$ cat config.mk
export PLATFORM = sky130hd
export DESIGN_NAME = axis_readback_arbiter_flat
export DESIGN_NICKNAME = d
export VERILOG_FILES = /design/src/rtl/axis_readback_arbiter_pkg.sv /design/src/rtl/axis_readback_arbiter_if.sv /design/src/rtl/axis_readback_arbiter_rr_select.sv /design/src/rtl/axis_readback_arbiter.sv /design/src/flat_wrapper.sv
export SDC_FILE = /design/constraint.sdc
export NUM_CORES = 1
export LEC_CHECK = 0
export CORE_MARGIN = 1.5
export CORE_UTILIZATION = 40
export CTS_BUF_LIST = sky130_fd_sc_hd__clkbuf_16
export DETAILED_ROUTE_END_ITERATION = 8
export PLACE_DENSITY = 0.91
export RECOVER_POWER = 100
export SYNTH_ARGS = -nofsm -noshare
export SYNTH_HDL_FRONTEND = slang
export SYNTH_SLANG_ARGS = --single-unit
$ cat constraint.sdc
create_clock -name ps_clk -period 3.4 [get_ports ps_clk]
set_input_delay 0.51 -clock ps_clk [delete_from_list [all_inputs] [get_ports ps_clk]]
set_output_delay 0.51 -clock ps_clk [all_outputs]
set_load 0.02 [all_outputs]
$ cat src/rtl/axis_readback_arbiter_pkg.sv
// Shared constants and types for the CPU readback stream arbiter.
package axis_readback_arbiter_pkg;

  // Default number of readback producers sharing the CPU stream.
  localparam int READBACK_NUM_SRC = 4;

  // Position of the per-source enable field inside gpio_in.
  localparam int READBACK_EN_LSB = 0;

  typedef enum logic [0:0] {
    ARB  = 1'b0,
    PASS = 1'b1
  } readback_arb_state_t;

  // Width of a source index; never narrower than one bit.
  function automatic int id_width(input int n);
    return (n <= 2) ? 1 : $clog2(n);
  endfunction

endpackage

$ cat src/rtl/axis_readback_arbiter_if.sv
// AXI-Stream bundle carrying N parallel lanes; the arbiter uses one
// instance with N=NUM_SRC on the slave side and one with N=1 as master.
interface axis_readback_arbiter_if #(
  parameter int N      = 1,
  parameter int DATA_W = 32,
  parameter int ID_W   = 1
);
  logic [N*DATA_W-1:0] tdata;
  logic [N-1:0]        tvalid;
  logic [N-1:0]        tlast;
  logic [N-1:0]        tready;
  logic [ID_W-1:0]     tid;

  modport master (output tdata, output tvalid, output tlast, output tid, input tready);
  modport slave  (input tdata, input tvalid, input tlast, input tid, output tready);
endinterface

$ cat src/rtl/axis_readback_arbiter_rr_select.sv
// Circular priority pick: first set request bit at or after rr_ptr.
module axis_readback_arbiter_rr_select #(
  parameter int NUM_SRC = 4,
  parameter int ID_W    = 2
) (
  input  logic [NUM_SRC-1:0] req,
  input  logic [ID_W-1:0]    rr_ptr,
  output logic [ID_W-1:0]    sel,
  output logic               any_req
);

  // Walk candidates from farthest to nearest so the nearest requester wins.
  always_comb begin
    logic [ID_W-1:0] idx;
    sel = '0;
    idx = '0;
    for (int k = NUM_SRC - 1; k >= 0; k--) begin
      idx = ID_W'((int'(rr_ptr) + k) % NUM_SRC);
      sel = req[idx] ? idx : sel;
    end
    any_req = |req;
  end

endmodule

$ cat src/rtl/axis_readback_arbiter.sv
// Packet-level round-robin arbiter sharing the CPU readback AXI-Stream
// among NUM_SRC producers; a granted source keeps the path until its
// tlast beat is taken, and a one-entry register stage drives the DMA side.
module axis_readback_arbiter
  import axis_readback_arbiter_pkg::*;
#(
  parameter int NUM_SRC = READBACK_NUM_SRC,
  parameter int DATA_W  = 32
) (
  input  logic                    ps_clk,
  input  logic                    rst,
  input  logic [15:0]             gpio_in,
  axis_readback_arbiter_if.slave  s_axis,
  axis_readback_arbiter_if.master m_axis,
  output logic [15:0]             pkt_count
);

  localparam int ID_W = id_width(NUM_SRC);
  localparam logic [ID_W-1:0] LAST_SRC = ID_W'(NUM_SRC - 1);

  readback_arb_state_t state_r;
  logic [ID_W-1:0]     grant_r;
  logic [ID_W-1:0]     rr_ptr_r;
  logic [DATA_W-1:0]   m_data_r;
  logic [ID_W-1:0]     m_id_r;
  logic                m_last_r;
  logic                m_valid_r;
  logic [15:0]         pkt_count_r;

  logic [NUM_SRC-1:0]  req_s;
  logic [NUM_SRC-1:0]  ready_s;
  logic [ID_W-1:0]     sel_s;
  logic                any_req_s;
  logic [DATA_W-1:0]   src_data_s;
  logic                src_last_s;
  logic                out_free_s;
  logic                src_hs_s;
  logic                m_hs_s;
  logic                unused_gpio;

  // Enables only matter while arbitrating; upper GPIO bits belong to other blocks.
  assign req_s       = s_axis.tvalid & gpio_in[READBACK_EN_LSB +: NUM_SRC];
  assign unused_gpio = ^gpio_in;

  axis_readback_arbiter_rr_select #(
    .NUM_SRC (NUM_SRC),
    .ID_W    (ID_W)
  ) u_rr_select (
    .req     (req_s),
    .rr_ptr  (rr_ptr_r),
    .sel     (sel_s),
    .any_req (any_req_s)
  );

  // Route the granted lane to the output stage and open only its ready.
  always_comb begin
    src_data_s = '0;
    for (int i = 0; i < NUM_SRC; i++) begin
      src_data_s = (grant_r == ID_W'(i)) ? s_axis.tdata[i*DATA_W +: DATA_W] : src_data_s;
    end
    src_last_s = s_axis.tlast[grant_r];
    out_free_s = !m_valid_r || m_axis.tready[0];
    ready_s    = '0;
    if (state_r == PASS) begin
      ready_s[grant_r] = out_free_s;
    end else begin
      ready_s = '0;
    end
    src_hs_s = (state_r == PASS) && s_axis.tvalid[grant_r] && out_free_s;
    m_hs_s   = m_valid_r && m_axis.tready[0];
  end

  // Arbitration FSM, output register stage and delivered-packet counter.
  always_ff @(posedge ps_clk or negedge rst) begin
    if (!rst) begin
      state_r     <= ARB;
      grant_r     <= '0;
      rr_ptr_r    <= '0;
      m_data_r    <= '0;
      m_id_r      <= '0;
      m_last_r    <= 1'b0;
      m_valid_r   <= 1'b0;
      pkt_count_r <= 16'd0;
    end else begin
      if (m_hs_s && m_last_r) begin
        pkt_count_r <= pkt_count_r + 16'd1;
      end
      if (src_hs_s) begin
        m_data_r  <= src_data_s;
        m_last_r  <= src_last_s;
        m_id_r    <= grant_r;
        m_valid_r <= 1'b1;
      end else if (m_hs_s) begin
        m_valid_r <= 1'b0;
      end
      case (state_r)
        ARB: begin
          if (any_req_s) begin
            grant_r <= sel_s;
            state_r <= PASS;
          end
        end
        PASS: begin
          if (src_hs_s && src_last_s) begin
            rr_ptr_r <= (grant_r == LAST_SRC) ? '0 : grant_r + 1'b1;
            state_r  <= ARB;
          end
        end
        default: state_r <= ARB;
      endcase
    end
  end

  assign s_axis.tready = ready_s;
  assign m_axis.tdata  = m_data_r;
  assign m_axis.tid    = m_id_r;
  assign m_axis.tlast  = m_last_r;
  assign m_axis.tvalid = m_valid_r;
  assign pkt_count     = pkt_count_r;

endmodule

$ cat src/flat_wrapper.sv
// flat-port wrapper written by rule: the top's interface ports become plain ports
module axis_readback_arbiter_flat import axis_readback_arbiter_pkg::*;
#(
  parameter int NUM_SRC = READBACK_NUM_SRC,
  parameter int DATA_W  = 32
)
  (ps_clk, rst, gpio_in, pkt_count, s_axis_tdata, s_axis_tvalid, s_axis_tlast, s_axis_tid, s_axis_tready, m_axis_tdata, m_axis_tvalid, m_axis_tlast, m_axis_tid, m_axis_tready);
  axis_readback_arbiter_if #(.N((4)), .DATA_W(DATA_W), .ID_W((id_width((4))))) s_axis_i ();
  axis_readback_arbiter_if #(.N(1), .DATA_W(DATA_W), .ID_W((id_width((4))))) m_axis_i ();
  input  logic ps_clk;
  input  logic rst;
  input  logic [15:0] gpio_in;
  output logic [15:0] pkt_count;
  input wire logic [$bits(s_axis_i.tdata)-1:0] s_axis_tdata;
  input wire logic [$bits(s_axis_i.tvalid)-1:0] s_axis_tvalid;
  input wire logic [$bits(s_axis_i.tlast)-1:0] s_axis_tlast;
  input wire logic [$bits(s_axis_i.tid)-1:0] s_axis_tid;
  output wire logic [$bits(s_axis_i.tready)-1:0] s_axis_tready;
  output wire logic [$bits(m_axis_i.tdata)-1:0] m_axis_tdata;
  output wire logic [$bits(m_axis_i.tvalid)-1:0] m_axis_tvalid;
  output wire logic [$bits(m_axis_i.tlast)-1:0] m_axis_tlast;
  output wire logic [$bits(m_axis_i.tid)-1:0] m_axis_tid;
  input wire logic [$bits(m_axis_i.tready)-1:0] m_axis_tready;
  assign s_axis_i.tdata = s_axis_tdata;
  assign s_axis_i.tvalid = s_axis_tvalid;
  assign s_axis_i.tlast = s_axis_tlast;
  assign s_axis_i.tid = s_axis_tid;
  assign s_axis_tready = s_axis_i.tready;
  assign m_axis_tdata = m_axis_i.tdata;
  assign m_axis_tvalid = m_axis_i.tvalid;
  assign m_axis_tlast = m_axis_i.tlast;
  assign m_axis_tid = m_axis_i.tid;
  assign m_axis_i.tready = m_axis_tready;
  axis_readback_arbiter #(.NUM_SRC(NUM_SRC), .DATA_W(DATA_W)) u_core (.ps_clk(ps_clk), .rst(rst), .gpio_in(gpio_in), .s_axis(s_axis_i), .m_axis(m_axis_i), .pkt_count(pkt_count));
endmodule
==> results of run 1 <==
-- path summary, 6_finish.rpt --
check                                      from                 endpoint  slack, ns  cells past startpoint
max                           u_core.grant_r[0]         s_axis_tready[1]       0.56                      3
min                        u_core.pkt_count[15]     u_core.pkt_count[15]       0.48                      1
max reg2reg                   u_core.grant_r[0]  u_core.m_axis.tdata[22]       0.89                      6
min reg2reg                u_core.pkt_count[15]     u_core.pkt_count[15]       0.48                      1
max in group asynchronous                   rst     u_core.pkt_count[14]       1.37                      2
min in group asynchronous                   rst   u_core.m_axis.tdata[0]       0.58                      1
-- final cells by class --
class                      instances  share of cell area (%)
antenna                            1                 0.04420
multi-input combinational        247                   29.02
clock buffer                       9                   3.978
tap                              105                   2.320
clock inverter                     7                   1.260
timing repair buffer             205                   35.73
inverter                          37                   2.453
sequential                        57                   25.19
-- power groups by stage --
stage / registers, mW / logic [mW] / clock network [mW]
after floorplan: 1.44 / 1.43 / 0
after global placement: 1.18 / 2.60 / 0
after detailed placement: 1.19 / 2.69 / 0
after CTS: 1.18 / 2.70 / 0.889
after global routing: 1.21 / 2.80 / 0.926
final: 1.17 / 2.57 / 0.873
-- critical path, stage by stage, from the launching register on --
cell and delay [ns]:
dfrtp_1 0.57, ha_1 0.54, and3_1 0.23, dlygate4sd3_1 0.69
-- cells in the mapped netlist (all sizes together) --
library cell / instances
a21bo: 1
a21oi: 66
a221o: 31
a22o: 1
a22oi: 32
a31oi: 1
a41o: 1
and3: 9
and4: 1
buf: 7
clkbuf: 24
dfrtp: 57
ha: 5
inv: 37
mux2: 6
mux2i: 1
mux4: 2
nand2: 12
nand2b: 1
nand3: 5
nand4: 8
nor2: 36
nor2b: 1
nor3: 1
nor4: 2
o21ai: 7
o221ai: 2
xnor2: 11
xor2: 4
-- registers in the layout, summed over array words and instances, names as in the netlist --
name,cells
u_core.state_r,1
u_core.m_axis.tdata,32
u_core.pkt_count,16
u_core.grant_r,2
u_core.m_axis.tvalid,1
u_core.m_axis.tlast,1
u_core.m_axis.tid,2
u_core.rr_ptr_r,2
-- logic make-up (layout without fill, tap and decap cells) --
family / after synthesis / in the layout / share of synthesized area [%]
AO/OA/AOI/OAI: 142 / 142 / 28.72
other: 0 / 1 / 0
AND/OR/NAND/NOR: 76 / 76 / 10.54
buffers and inverters: 68 / 258 / 8.942
adder cells (fa/ha/maj): 5 / 5 / 1.855
flip-flops: 57 / 57 / 42.30
XOR/XNOR: 15 / 15 / 3.896
multiplexers: 9 / 9 / 3.747
-- routing by layer --
metal  wire, um  vias up  share of wire, %
li1           -     1740                 -
met2       5850      163                53
met4        201        0               1.8
met5          0        -                 0
met1       4089     1732                37
met3        971       18               8.7
-- placed cells by master (no fill, tap or decap), drive strengths merged, types with 2 or more instances in the layout --
cell,n
dfrtp,57
o221ai,2
a22oi,32
xor2,4
nor2,36
ha,5
a221o,31
mux4,2
dlygate4sd3,58
inv,37
a21oi,66
nand2,12
xnor2,11
nor4,2
clkbuf,12
buf,5
and3,9
clkinvlp,2
clkinv,4
o21ai,7
clkdlybuf4s50,139
nand4,8
mux2,6
nand3,5
-- metrics by stage --
step / std cells / cell area, um^2
floorplan: 372 / 3372
global placement: 651 / 5378
detailed placement: 651 / 5378
CTS: 667 / 5674
global route: 668 / 5662
finish: 668 / 5662
==> flow_summary.yaml, run 1 <==
grt:
  grt_busiest_layer: "met2"
  antenna_found_initial: 1
  grt_usage_pct: 24.46
  grt_start_max_net_pins: 66
  grt_overflow: 0
  grt_pass1_wl_um: 16950
  grt_use_met2_pct: 43.81
  grt_pass1_vias: 3595
  grtUsageMet1_pct: 26.93
  use_met3_pct: 7.729
synthesis:
  synth.largest_area_cell: "dfrtp_1"
  yosysWarnings: 0
  synth.top_cells.by_area: "dfrtp_1, a21oi_1, a221o_1"
  synthDistinctLibCells: 33
  syn_area_mm2: 0.003372
  synth_seq_cells: 57
  syn-num-nets: 534
  netlist_instances: 372
  syn_avg_cell_area_um2: 9.064
  synth-seq-area-share_pct: 42.30
  netlist.area_leader.share_pct: 42.30
cts:
  clk_pin_slew_ns: 0.05
  ctsHoldBuffers: 0
  clock_tree.buffer_depth: 2
  htree_levels: 3
  cts_root_buf: "clkbuf_16"
  cts_buffers: 9
  post_cts_buffers: 0
  clock_sinks: 57
  cts_tree: "built"
  post_cts_resized: 0
  clock_latency_ns: 0.31
power:
  clock_power_share_pct: 18.9
  power_mw: 4.613
  p_int_mw: 2.689
  seq_power_share_pct: 25.4
  swShare_pct: 41.71
  leakage_nw: 2.458
  pwr-share-comb_pct: 55.7
  irDropWorstVdd_v: 0.0007629
  powerDensity_mw_per_mm2: 814.8
  power.switching_mw: 1.924
floorplan:
  fp.dieArea_mm2: 0.008990
  die_y_um: 94.82
  die_w_um: 94.82
  rows: 33
  coreArea_mm2: 0.008175
  start_util_pct: 41.25
  ios: 213
routing:
  first_pass_iters: 7
  wl_per_cell_um: 16.64
  ant_nets: 0
  drtIter0Drc: 110
  vias: 3653
  drt_wl_total_um: 11110
  via_per_inst: 5.469
  drc: 0
worst_setup_path:
  cp_max_fo: 12
  worstPathRequired_ns: 2.89
  critPathArrivalTime_ns: 2.33
  critPathKind: "reg -> out"
  cp-end-kind: "primary output"
  cp-start-kind: "register"
timing:
  finalHoldViolations: 0
  min_period_ns: 2.843
  worst_slack_ns: 0.5572
  rsz0062_at_grt: "false"
  maxSlewViolCount: 30
  finClkSkew_ns: 0.006487
  slew_headroom_pct: -4.649
  fin_crit_sh_pct: 83.61
  timing.hold.ws_ns: 0.4829
  final.setup.tns_ns: 0
  worst_slew_pin_slew_ns: 1.570
  setup_viol: 0
  fmax_mhz: 351.8
place:
  dp_slack_ns: 0.7718
  place_hpwl_um: 8351
  routabilityCongestion: 0.8602
  port_buffers: 198
cells_and_area:
  ff_latch_area_mm2: 0.001426
  synthToLayoutAreaGrowth_pct: 67.90
  drive_above_1_share_pct: 5.872
  fin_util_pct: 69.25
  nFillCells: 629
  multiInputGateArea_mm2: 0.001643
  finalNetCount: 719
status:
  violations: "max-capacitance violations, max-slew violations"
  status: "finished, violations left"
job:
  timing.max_cap.violations: 1
worst_hold_path:
  hp-class: "reg -> reg"
No activity file was read; power rests on OpenSTA's default activity.
==> inputs of run 2 (changes only) <==
- CORE_UTILIZATION: 40 -> 34
- PLACE_DENSITY: 0.91 -> 0.82
- clock period: 3.4 -> 2.5 ns (I/O delays scaled with it)
==> run 2 against run 1 <==
Compared with the run above: the flow now finishes without violations; global-route usage down 3.6 points; register-to-register slack lost 0.69 ns; power rose by 37%; combinational power grew 39%; critical path depth grew 1; core utilization fell by 10 points; critical endpoint is now s_axis_tready[2].
==> flow_summary.yaml, run 2 (synthesis results as in run 1) <==
cells_and_area:
  instances_no_fill: 699
  diodes: 0
  largest_reg_flops: 32
  layout_common_cells: "clkdlybuf4s50_1, a21oi_1, dfrtp_1"
  finalNetCount: 723
  final_common_cell: "clkdlybuf4s50_1"
  nFillCells: 842
  drive_above_1_share_pct: 6.890
  ff_latch_area_mm2: 0.001426
  synthToLayoutAreaGrowth_pct: 69.46
  multiInputGateArea_mm2: 0.001645
routing:
  drc: 0
  wl_per_cell_um: 15.90
  drtIter0Drc: 101
  via_per_inst: 5.275
  vias: 3687
  ant_nets: 0
  first_pass_iters: 4
  drt_wl_total_um: 11110
worst_setup_path:
  critPathKind: "in -> out"
  max_stage_delay_ns: 0.61
  cp-end-kind: "primary output"
  r2r-end: "u_core.m_axis.tdata[14]"
  worstPathRequired_ns: 2.12
  cp_max_fo: 8
  cp-start-kind: "input pin"
  r2r_start: "u_core.grant_r[1]"
  cpMaxStageDelayCell: "clkdlybuf4s50_1"
  r2r_cells: 7
  critPathArrivalTime_ns: 2.02
  path_cells: "dlygate4sd3_1 > nand2b_2 > and3_1 > clkdlybuf4s50_1"
  crit_start: "m_axis_tready"
  regToRegSetupSlack_ns: 0.20
timing:
  setup_viol: 0
  finalHoldViolations: 0
  rsz0062_at_grt: "false"
  fmax_mhz: 418.1
  fin_crit_sh_pct: 95.67
  min_period_ns: 2.392
  finClkSkew_ns: 0.006949
  final.setup.tns_ns: 0
  maxSlewViolCount: 0
  worst_slew_pin_slew_ns: 1.388
  slew_headroom_pct: 7.436
status:
  status: "complete, no violations"
grt:
  grt_pass1_wl_um: 17120
  grt_pass1_vias: 3597
  grt_use_met2_pct: 35.61
  grt_usage_pct: 20.85
  grt_busiest_layer: "met2"
  antenna_found_initial: 0
  grt_start_max_net_pins: 66
  grtUsageMet1_pct: 24.73
  use_met3_pct: 5.831
  grt_overflow: 0
power:
  power.switching_mw: 2.696
  swShare_pct: 42.73
  leakage_nw: 2.463
  power_mw: 6.311
  pwr-share-comb_pct: 56.3
  powerDensity_mw_per_mm2: 1104
  irDropWorstVdd_v: 0.0005922
  seq_power_share_pct: 25.3
  p_int_mw: 3.615
  clock_power_share_pct: 18.4
job:
  timing.max_cap.violations: 0
cts:
  clk_pin_slew_ns: 0.05
  cts_tree: "built"
  ctsHoldBuffers: 0
  clock_sinks: 57
  cts_buffers: 9
  cts_root_buf: "clkbuf_16"
  htree_levels: 3
  clock_latency_ns: 0.32
  clock_tree.buffer_depth: 2
floorplan:
  coreArea_mm2: 0.009684
  die_w_um: 102.6
  ios: 213
  fp.dieArea_mm2: 0.01052
  rows: 36
  start_util_pct: 34.82
  die_y_um: 102.6
worst_hold_path:
  hp-class: "in -> async"
place:
  place_hpwl_um: 8325
  port_buffers: 198
  dp.cells: 683
  routabilityCongestion: 0.8558
-- run 2: cell types whose count changed in the layout (fill, tap and decap cells not counted), moves of 3 or more --
cell	delta
inv_6	+3
clkdlybuf4s50_1	+4
dlygate4sd3_1	-4
buf_4	+3
-- run 2: power groups by stage --
| stage | combinational [mW] | clock (mW) | sequential, mW |
|---|---|---|---|
| 2_1_floorplan | 1.95 | 0 | 1.95 |
| 3_3_place_gp | 3.62 | 0 | 1.59 |
| 3_5_place_dp | 3.71 | 0 | 1.62 |
| 4_1_cts | 3.73 | 1.18 | 1.61 |
| 5_1_grt | 3.88 | 1.23 | 1.65 |
| 6_report | 3.56 | 1.16 | 1.60 |
-- run 2: layout make-up --
class | instances | share of cell area (%)
sequential | 57 | 24.96
tap | 133 | 2.912
clock buffer | 9 | 3.941
timing repair buffer | 209 | 35.89
clock inverter | 7 | 1.073
inverter | 37 | 2.430
multi-input combinational | 247 | 28.79
-- run 2: critical path: cells and delay by family --
| kind | cells | cell delay, ns |
|---|---|---|
| simple gates | 2 | 0.43 |
| buf+inv | 2 | 1.20 |
-- run 2: worst max path at each step --
stage	to	slack, ns	depth (start not counted)
2_1_floorplan	s_axis_tready[2]	0.50	6
3_3_place_gp	s_axis_tready[1]	0.12	4
3_5_place_dp	s_axis_tready[2]	0.09	4
4_1_cts	s_axis_tready[2]	0.08	4
5_1_grt	u_core.m_axis.tdata[16]	0.01	7
6_report	s_axis_tready[2]	0.11	4
-- run 2: per-layer routing --
| metal | up-vias | routed length [um] |
|---|---|---|
| met1 | 1733 | 4365 |
| met5 | - | 0 |
| met4 | 0 | 282 |
| met3 | 30 | 979 |
| li1 | 1754 | - |
| met2 | 170 | 5486 |
-- run 2: repair_timing --
action,4_1_cts,5_1_grt
setup buffers,0,0
endpoints found under the setup margin,0,2
gates resized for setup,0,1
-- run 2: metrics by stage --
stage                     setup slack, ns  hold slack (ns)  area [um^2]  util, %
after CTS                         0.08098           0.2175         5729    59.16
after global placement             0.1154           0.4627         5443    56.20
after global routing              0.01410           0.4960         5714    59.01
after detailed placement          0.09331           0.4744         5443    56.20
after floorplan                    0.5042          0.07941         3372        -
final                              0.1083           0.4629         5714    59.01
==> inputs of run 3 (changes only) <==
- PLACE_DENSITY: 0.82 -> default
- PLACE_DENSITY_LB_ADDON: default -> 0.05
==> run 3 against run 2 <==
Compared with the run above: global-route usage shrank 0.16 points; critical path type unchanged; hold slack lost 0.11 ns; sequential share of layout area shrank 0.25 points; first-iteration DRC count grew 6.9%.
==> flow_summary.yaml, run 3 (synthesis results as in run 1) <==
routing:
  drtIter0Drc: 108
  via_per_inst: 5.131
  drc: 0
  first_pass_iters: 5
  wl_per_cell_um: 15.44
  vias: 3612
  ant_nets: 0
  drt_wl_total_um: 10870
cells_and_area:
  fin_area_mm2: 0.005772
  fin_util_pct: 59.60
  final_common_cell: "clkdlybuf4s50_1"
  diodes: 0
  instances_no_fill: 704
  layout_common_cells: "clkdlybuf4s50_1, a21oi_1, dfrtp_1"
  synthToLayoutAreaGrowth_pct: 71.17
  largest_reg_flops: 32
  drive_above_1_share_pct: 6.655
  finalNetCount: 728
worst_setup_path:
  path_cells: "clkdlybuf4s50_1 > nand2b_1 > and3_1 > dlygate4sd3_1"
  max_stage_delay_ns: 0.69
  cp-end-kind: "primary output"
  cp_max_fo: 5
  regToRegSetupSlack_ns: 0.42
  r2r-end: "u_core.rr_ptr_r[1]"
  r2r_cells: 5
  critPathKind: "in -> out"
  cpMaxStageDelayCell: "dlygate4sd3_1"
  crit_family: "buffers and inverters"
  critPathArrivalTime_ns: 1.97
  worstPathRequired_ns: 2.12
  cp_num_buf_inv: 2
  r2r_start: "u_core.grant_r[1]"
  cp-start-kind: "input pin"
timing:
  fin_crit_sh_pct: 93.81
  worst_slew_pin_slew_ns: 1.370
  finalHoldViolations: 0
  final.setup.tns_ns: 0
  min_period_ns: 2.345
  rsz0062_at_grt: "false"
  setup_viol: 0
  maxSlewViolCount: 0
  fmax_mhz: 426.4
  slew_headroom_pct: 8.696
  finClkSkew_ns: 0.006713
power:
  powerDensity_mw_per_mm2: 1113
  leakage_nw: 2.520
  irDropWorstVdd_v: 0.0005699
cts:
  cts_root_buf: "clkbuf_16"
  cts_buffers: 9
  clock_latency_ns: 0.32
  htree_levels: 3
  cts_tree: "built"
  clock_tree.buffer_depth: 2
  clk_pin_slew_ns: 0.05
  clock_sinks: 57
  post_cts_buffers: 0
status:
  status: "complete, no violations"
place:
  port_buffers: 198
  place_hpwl_um: 8209
  dp.cells: 688
  routabilityCongestion: 0.8095
  place_area_mm2: 0.005493
floorplan:
  start_util_pct: 34.82
  die_y_um: 102.6
  die_w_um: 102.6
  ios: 213
  rows: 36
  coreArea_mm2: 0.009684
  fp.dieArea_mm2: 0.01052
grt:
  grt_pass1_vias: 3439
  grt_start_max_net_pins: 66
  grt_usage_pct: 20.69
  antenna_found_initial: 0
  grt_pass1_wl_um: 16780
  grt_overflow: 0
worst_hold_path:
  hp-class: "in -> async"
job:
  timing.max_cap.violations: 0
==> run 3: per-stage QoR <==
step / setup WS, ns / total power, mW / hold WS (ns)
after floorplan: 0.5042 / 3.905 / 0.07941
after global placement: 0.1984 / 5.294 / 0.4238
after detailed placement: 0.1631 / 5.353 / 0.4239
after CTS: 0.02639 / 6.661 / 0.08675
after global routing: 0.08494 / 6.887 / 0.4771
final: 0.1548 / 6.426 / 0.3537
==> run 3: routing by layer <==
metal	vias to the layer above	part of all wire (%)	global-route usage, %	routed length (um)
li1	1755	-	-	-
met1	1704	40	25.17	4392
met2	138	51	35.76	5554
met3	15	6.7	5.356	731
met4	0	1.8	6.744	194
met5	-	0	0	0
==> run 3: power by group <==
group          switching (mW)  total [mW]  internal [mW]
logic                    1.93        3.58           1.65
clock network           0.416        1.28          0.860
registers               0.264        1.57           1.31
total                    2.61        6.43           3.82
==> run 3: layout make-up <==
type | count | area, um^2
clock buffer | 9 | 225.2
clock inverter | 7 | 85.08
fill | 872 | 3913
inverter | 37 | 138.9
multi-input combinational | 247 | 1648
sequential | 57 | 1426
tap | 133 | 166.4
timing repair buffer | 214 | 2082
==> run 3: repair_timing <==
| action | CTS | global route |
|---|---|---|
| endpoints found under the setup margin | 1 | 7 |
| hold buffers | 0 | 0 |
| gates resized for setup | 2 | 3 |
==> run 3: how the worst max path moves through the flow <==
| stage | endpoint | start | depth (start not counted) |
|---|---|---|---|
| after global routing | s_axis_tready[3] | m_axis_tready | 4 |
| after global placement | u_core.m_axis.tdata[0] | u_core.grant_r[0] | 7 |
| after CTS | s_axis_tready[1] | u_core.grant_r[1] | 5 |
| after detailed placement | u_core.m_axis.tdata[29] | u_core.grant_r[0] | 7 |
| final | s_axis_tready[3] | m_axis_tready | 4 |
| after floorplan | s_axis_tready[2] | u_core.grant_r[0] | 6 |
